File: config.mk
export PLATFORM = sky130hd
export DESIGN_NAME = bht_ram_arbiter
export DESIGN_NICKNAME = d
export VERILOG_FILES = /design/src/rtl/bht_ram_arbiter.sv
export SDC_FILE = /design/constraint.sdc
export NUM_CORES = 1
export LEC_CHECK = 0
export CAP_MARGIN = 10
export CORE_MARGIN = 5
export CORE_UTILIZATION = 39
export CTS_BUF_LIST = sky130_fd_sc_hd__clkbuf_16
export CTS_CLUSTER_SIZE = 8
export DETAILED_ROUTE_END_ITERATION = 10
export PLACE_DENSITY = 0.79
export SLEW_MARGIN = 0
export SYNTH_ARGS = -nofsm -noshare
export SYNTH_HDL_FRONTEND = slang
export SYNTH_SLANG_ARGS = --single-unit
File: constraint.sdc
create_clock -name clk_i -period 1.51 [get_ports clk_i]
set_input_delay 0.302 -clock clk_i [delete_from_list [all_inputs] [get_ports clk_i]]
set_output_delay 0.302 -clock clk_i [all_outputs]
set_load 0.05 [all_outputs]
File: src/rtl/bht_ram_arbiter.sv
// bht_ram_arbiter: single-port SRAM arbiter/sequencer for one branch-predictor table.
// Shares the RAM port between the frontend lookup, the commit-side update and an
// init/flush sweep that writes INIT_VAL to every row.
// Optional feature macro: BHT_ARB_DROP_CNT_EN adds drop_cnt_o, a saturating count of
// updates dropped while a sweep is running.
module bht_ram_arbiter #(
    parameter int                 NR_ROWS      = 64,
    parameter int                 DATA_W       = 4,
    parameter logic [DATA_W-1:0]  INIT_VAL     = DATA_W'(4'b0101),
    parameter int                 STARVE_LIMIT = 4,
    parameter int                 ROW_BITS     = $clog2(NR_ROWS)
) (
    input  logic                clk_i,
    input  logic                rst_ni,
    input  logic                flush_bp_i,
    input  logic                debug_mode_i,
    input  logic                lookup_req_i,
    input  logic [ROW_BITS-1:0] lookup_row_i,
    output logic                lookup_ready_o,
    output logic                lookup_rvalid_o,
    output logic [DATA_W-1:0]   lookup_rdata_o,
    input  logic                update_req_i,
    input  logic [ROW_BITS-1:0] update_row_i,
    input  logic [DATA_W-1:0]   update_wdata_i,
    output logic                update_ready_o,
    output logic                ram_req_o,
    output logic                ram_we_o,
    output logic [ROW_BITS-1:0] ram_addr_o,
    output logic [DATA_W-1:0]   ram_wdata_o,
    input  logic [DATA_W-1:0]   ram_rdata_i,
    output logic                busy_o
`ifdef BHT_ARB_DROP_CNT_EN
    ,
    output logic [15:0]         drop_cnt_o
`endif
);

    typedef enum logic [1:0] {
        ST_INIT,
        ST_RUN,
        ST_FLUSH
    } state_e;

    localparam logic [ROW_BITS-1:0] LAST_ROW   = ROW_BITS'(NR_ROWS - 1);
    localparam logic [3:0]          STARVE_MAX = 4'(STARVE_LIMIT);

    state_e              state_q, state_d;
    logic [ROW_BITS-1:0] sweep_q, sweep_d;
    logic [3:0]          starve_q;
    logic                rvalid_q;
    logic [DATA_W-1:0]   rdata_hold_q;

    logic sweeping;
    logic last_row;
    logic upd_valid;
    logic force_lookup;
    logic grant_upd;
    logic grant_lkp;

    // Arbitration decision: update beats lookup unless the lookup has starved long enough.
    assign sweeping     = (state_q != ST_RUN);
    assign last_row     = (sweep_q == LAST_ROW);
    assign upd_valid    = update_req_i && !debug_mode_i;
    assign force_lookup = lookup_req_i && (starve_q == STARVE_MAX);
    assign grant_upd    = !sweeping && !flush_bp_i && upd_valid && !force_lookup;
    assign grant_lkp    = !sweeping && !flush_bp_i && lookup_req_i && (!upd_valid || force_lookup);

    // State and sweep row register; reset always restarts the init sweep from row 0.
    always_ff @(posedge clk_i or negedge rst_ni) begin
        if (!rst_ni) begin
            state_q <= ST_INIT;
            sweep_q <= '0;
        end else begin
            state_q <= state_d;
            sweep_q <= sweep_d;
        end
    end

    // Next state: sweeps run to the last row (restarting on flush), RUN leaves on flush.
    always_comb begin
        state_d = state_q;
        sweep_d = sweep_q;
        case (state_q)
            ST_INIT, ST_FLUSH: begin
                if (flush_bp_i) begin
                    sweep_d = '0;
                end else if (last_row) begin
                    sweep_d = '0;
                    state_d = ST_RUN;
                end else begin
                    sweep_d = sweep_q + ROW_BITS'(1);
                end
            end
            ST_RUN: begin
                if (flush_bp_i) begin
                    state_d = ST_FLUSH;
                    sweep_d = '0;
                end
            end
            default: begin
                state_d = ST_INIT;
                sweep_d = '0;
            end
        endcase
    end

    // RAM port and handshake outputs, all combinational from state and requests.
    always_comb begin
        ram_req_o      = 1'b0;
        ram_we_o       = 1'b0;
        ram_addr_o     = '0;
        ram_wdata_o    = '0;
        lookup_ready_o = grant_lkp;
        update_ready_o = !sweeping && !flush_bp_i && update_req_i && (debug_mode_i || grant_upd);
        busy_o         = sweeping;
        if (sweeping) begin
            ram_req_o   = 1'b1;
            ram_we_o    = 1'b1;
            ram_addr_o  = sweep_q;
            ram_wdata_o = INIT_VAL;
        end else if (grant_upd) begin
            ram_req_o   = 1'b1;
            ram_we_o    = 1'b1;
            ram_addr_o  = update_row_i;
            ram_wdata_o = update_wdata_i;
        end else if (grant_lkp) begin
            ram_req_o   = 1'b1;
            ram_addr_o  = lookup_row_i;
        end
    end

    // Starvation counter: counts consecutive denied lookups, saturating at the limit.
    always_ff @(posedge clk_i or negedge rst_ni) begin
        if (!rst_ni) begin
            starve_q <= '0;
        end else if (sweeping) begin
            starve_q <= '0;
        end else if (lookup_req_i && !grant_lkp) begin
            if (starve_q != STARVE_MAX) begin
                starve_q <= starve_q + 4'd1;
            end
        end else begin
            starve_q <= '0;
        end
    end

    // Read return: valid one cycle after a lookup grant; data is held once captured.
    always_ff @(posedge clk_i or negedge rst_ni) begin
        if (!rst_ni) begin
            rvalid_q     <= 1'b0;
            rdata_hold_q <= '0;
        end else begin
            rvalid_q <= grant_lkp;
            if (rvalid_q) begin
                rdata_hold_q <= ram_rdata_i;
            end
        end
    end

    assign lookup_rvalid_o = rvalid_q;
    assign lookup_rdata_o  = rvalid_q ? ram_rdata_i : rdata_hold_q;

`ifdef BHT_ARB_DROP_CNT_EN
    logic [15:0] drop_cnt_q;

    // Count valid updates lost to a sweep; debug-swallowed updates are not drops.
    always_ff @(posedge clk_i or negedge rst_ni) begin
        if (!rst_ni) begin
            drop_cnt_q <= '0;
        end else if (sweeping && upd_valid && (drop_cnt_q != 16'hFFFF)) begin
            drop_cnt_q <= drop_cnt_q + 16'd1;
        end
    end

    assign drop_cnt_o = drop_cnt_q;
`endif

endmodule

==> results.txt <==
- Run status: finished, violations left
- The final reports fail on negative setup slack.
- Filler Cells Inserted: 179
- Later-pin clock latency in the skew report: 0.25 ns
- The repair_antennas step left the layout with diodes totalling 0.
- Final critical delay including setup and external delays: 1.994 ns
- Net count after synthesis: 155
- Area used by multi-input combinational logic: 868.3 um2
- Setup WS pre-CTS: -0.6254 ns
- Share of flip-flops with an asynchronous set or reset: 100.0%
- Largest cells by area after synthesis: sky130_fd_sc_hd__dfrtp_1 (36%), sky130_fd_sc_hd__o211ai_2 (6.3%), sky130_fd_sc_hd__buf_6 (3.8%)
- The final number of max-transition violations came to 0.
- Clock Skew: 0.005418 ns
* Depth of the worst register-to-register path: 8
- The worst-case IR drop observed on VDD is 0.4163 mV.
- In the final layout, the share of cells above drive strength 1 is approximately half.
* Area of all sequential standard cells: 427.9 um2
* Headroom to the max-slew limit: 83.12%
* Count of antenna-violating nets left after detailed routing: 0
* R2R Setup Slk: -0.12 ns
* Type of element launching the critical path: flip-flop
* EDFF count, synth: 0
- Sum of net half-perimeters after detailed placement: 2953 um
- The detailed router finished its first iteration with 87 violations.
- Clk buf depth: 2
- Number of warnings reported in the yosys synthesis log: 0
- Lkg Pwr: 1.021 nW
* Launch point of the worst reg-to-reg path: starve_q[0]
- After the last flow step, the layout net total stands at 232.
* Global-route usage over all layers: between 20 and 25%
* Met1 wire length: 1630 um
- Worst path setup slack after routing: -0.4839 ns
- The first global-routing pass estimated 7762 um of wire.
- Row Count: 20
- For the pin with the worst max-slew slack, the measured transition is 0.2532 ns.
- In the final routed layout, each cell accounts on average for around 21 um.
- In the finished design, the share of the clock period the worst path needs comes to 132.0%.
- Counting flops and latches in the post-synthesis netlist gives 17.
* Class of the tightest hold or removal check: primary input to async pin
- In this run the count of I/O pins placed on the die edge is 46.
* Cell taking the most area after synthesis: sky130_fd_sc_hd__dfrtp_1
- The first detailed-routing pass took 4 iterations.
- Critical Path End Type: output port
- Clock tree sinks: 17
* Worst path arrival time: 1.69 ns
* Hold Vio Cnt, Final: 0
- Part of the Yosys area used for sequential elements: between 30 and 40%
- Area after DPL: 2128 um2
- In this run, CTS created clock tree buffers numbering 3.
- The tool flagged a number of max-cap violations equal to 0.
- CTS placed an instance of sky130_fd_sc_hd__clkbuf_16 at the clock tree root.
- Highest fanout seen on the critical path: 4
- Horizontal die dimension: about 65 um
- Worst EP required: 1.21 ns
* Post-route cell area: 2414 um2
- From synthesis to final layout, the design area changed by 101.6%.
- After detailed routing, the number of remaining DRC violations is 0.
* Via count of the first global-routing pass: 1,494
- After clock tree synthesis, the clock-pin slew on the worst setup and hold paths is 0.06 ns.
- Routed wl met3: roughly 400 um
- CTS built an H-tree with a depth of 1.
* Final setup TNS: -6.200 ns
- In this run, distinct cell masters in the synthesized netlist total 40.
- After detailed routing, the met2 layer carries 2646 um of wire.
- The total area inside the core boundary comes to 3003 um2.
- The initial antenna violation count is 0.
- The most common cell in the synthesized netlist is sky130_fd_sc_hd__dfrtp_1.
- Hold Worst Slack: 0.3912 ns
- The commonest cells after synthesis are sky130_fd_sc_hd__dfrtp_1 (17), sky130_fd_sc_hd__nand2_1 (11), sky130_fd_sc_hd__nand3_1 (8), sky130_fd_sc_hd__o21ai_0 (8), sky130_fd_sc_hd__inv_1 (7).
* TritonCTS clock tree: built
* Synth top area share: between 30% and 40%
* Initial Utilization: 39.87%
- Post-Syn Area: 1197 um2
- RePlAce Congestion: ~0.83
- In this run the critical register-to-register path is captured at starve_q[1].
* Die area: 4278 um2
- The cell count after synthesis came out at 126.
- RSZ-0062 raised after global routing: true
- The floorplan step set the die height to 65.41 um.
- Entering global routing, the biggest net connects 18 pins.
- Averaged over all synthesized cells, the footprint is 9.503 um2.
- Summed over all layers, the routed wires come to 4858 um.
- For this run, the top clock speed supported by timing is about 500 MHz.
* Number of setup violations in the final report: 17
- Per-cell via count in the routed design: 6.004
- Synth Flop Type: sky130_fd_sc_hd__dfrtp_1
- Quantity of hold-fixing buffers added after cts: 0
- Signal routing reaches up to met4.
* Type of the setup path with the least slack: flip-flop to output port
- Number of buffers inserted by port buffering: 45
- Vias after detailed routing: 1,411
* Final global-route overflow total: 0
- Power spread over the standard cell area amounts to 520.0 nW/um2.
-- where the power goes --
| part | switching [mW] | internal [mW] |
|---|---|---|
| clock network | 0.182 | 0.352 |
| logic | 0.120 | 0.126 |
| registers | 0.0118 | 0.463 |
| total | 0.315 | 0.940 |
-- through the flow --
stage	utilization, %	instances	total power [mW]
detailed placement	70.88	220	0.7079
finish	80.38	235	1.255
global route	80.38	235	1.299
floorplan	-	126	0.5700
global placement	70.88	220	0.7002
CTS	78.79	233	1.235
-- cell type report --
| class | instances | area share (%) |
|---|---|---|
| timing repair buffer | 80 | 39.87 |
| multi-input combinational | 93 | 35.98 |
| sequential | 17 | 17.73 |
| clock buffer | 3 | 3.110 |
| tap | 33 | 1.711 |
| inverter | 8 | 1.452 |
| clock inverter | 1 | 0.1555 |
-- per-layer routing --
layer	vias to the layer above	track usage [%]
met5	-	0
met4	0	8.549
met3	16	4.444
met2	95	45.39
met1	691	26.68
li1	609	-
-- flip-flops by register name, summed over array words and instances, names as in the netlist --
| register | count |
|---|---|
| sweep_q | 6 |
| rdata_hold_q | 4 |
| starve_q | 4 |
| state_q | 2 |
| lookup_rvalid_o | 1 |
-- repair_timing --
item	CTS	global route
resized for setup	25	14
endpoints found under the setup margin	20	27
cloned	1	0
pin swaps	5	5
setup buffers	8	4
-- placed cells by master (no fill, tap or decap), types with 4 or more instances in the layout --
cell type	n
sky130_fd_sc_hd__o211ai_4	6
sky130_fd_sc_hd__dfrtp_1	15
sky130_fd_sc_hd__buf_6	9
sky130_fd_sc_hd__buf_12	21
sky130_fd_sc_hd__clkdlybuf4s50_1	21
sky130_fd_sc_hd__nor2_1	5
sky130_fd_sc_hd__buf_4	24
sky130_fd_sc_hd__o21ai_0	4
sky130_fd_sc_hd__nand4_1	6
sky130_fd_sc_hd__nand2_1	10
sky130_fd_sc_hd__inv_1	6
sky130_fd_sc_hd__dlygate4sd2_1	4
sky130_fd_sc_hd__nand3_1	8
sky130_fd_sc_hd__mux2_4	4
-- logic make-up (layout without fill, tap and decap cells) --
family          count (synthesis)  after routing  share of synthesized area [%]
compound gates                 28             28                          18.18
buf+inv                        16             92                          8.777
flops                          17             17                          35.53
simple gates                   53             53                          26.75
mux                             6              6                          5.433
xor+xnor                        3              3                          2.195
fa+ha+maj                       3              3                          3.135
-- critical path: stages, from the launching register on --
cell,delay (ns)
sky130_fd_sc_hd__dfrtp_1,0.39
sky130_fd_sc_hd__inv_2,0.09
sky130_fd_sc_hd__ha_4,0.16
sky130_fd_sc_hd__nand4b_4,0.13
sky130_fd_sc_hd__and2_4,0.19
sky130_fd_sc_hd__buf_12,0.14
sky130_fd_sc_hd__o211ai_4,0.18
sky130_fd_sc_hd__buf_12,0.16
-- how the worst max path moves through the flow --
stage,from,endpoint,slack [ns],cells after the start
after floorplan,starve_q[1],ram_addr_o[0],-0.21,6
after global placement,update_req_i,ram_wdata_o[0],-0.56,5
after detailed placement,update_req_i,ram_wdata_o[0],-0.63,5
after CTS,starve_q[0],ram_addr_o[5],-0.49,7
after global routing,starve_q[0],ram_addr_o[1],-0.55,7
final,starve_q[0],ram_addr_o[1],-0.48,7
No activity file was read; power rests on OpenSTA's default activity.
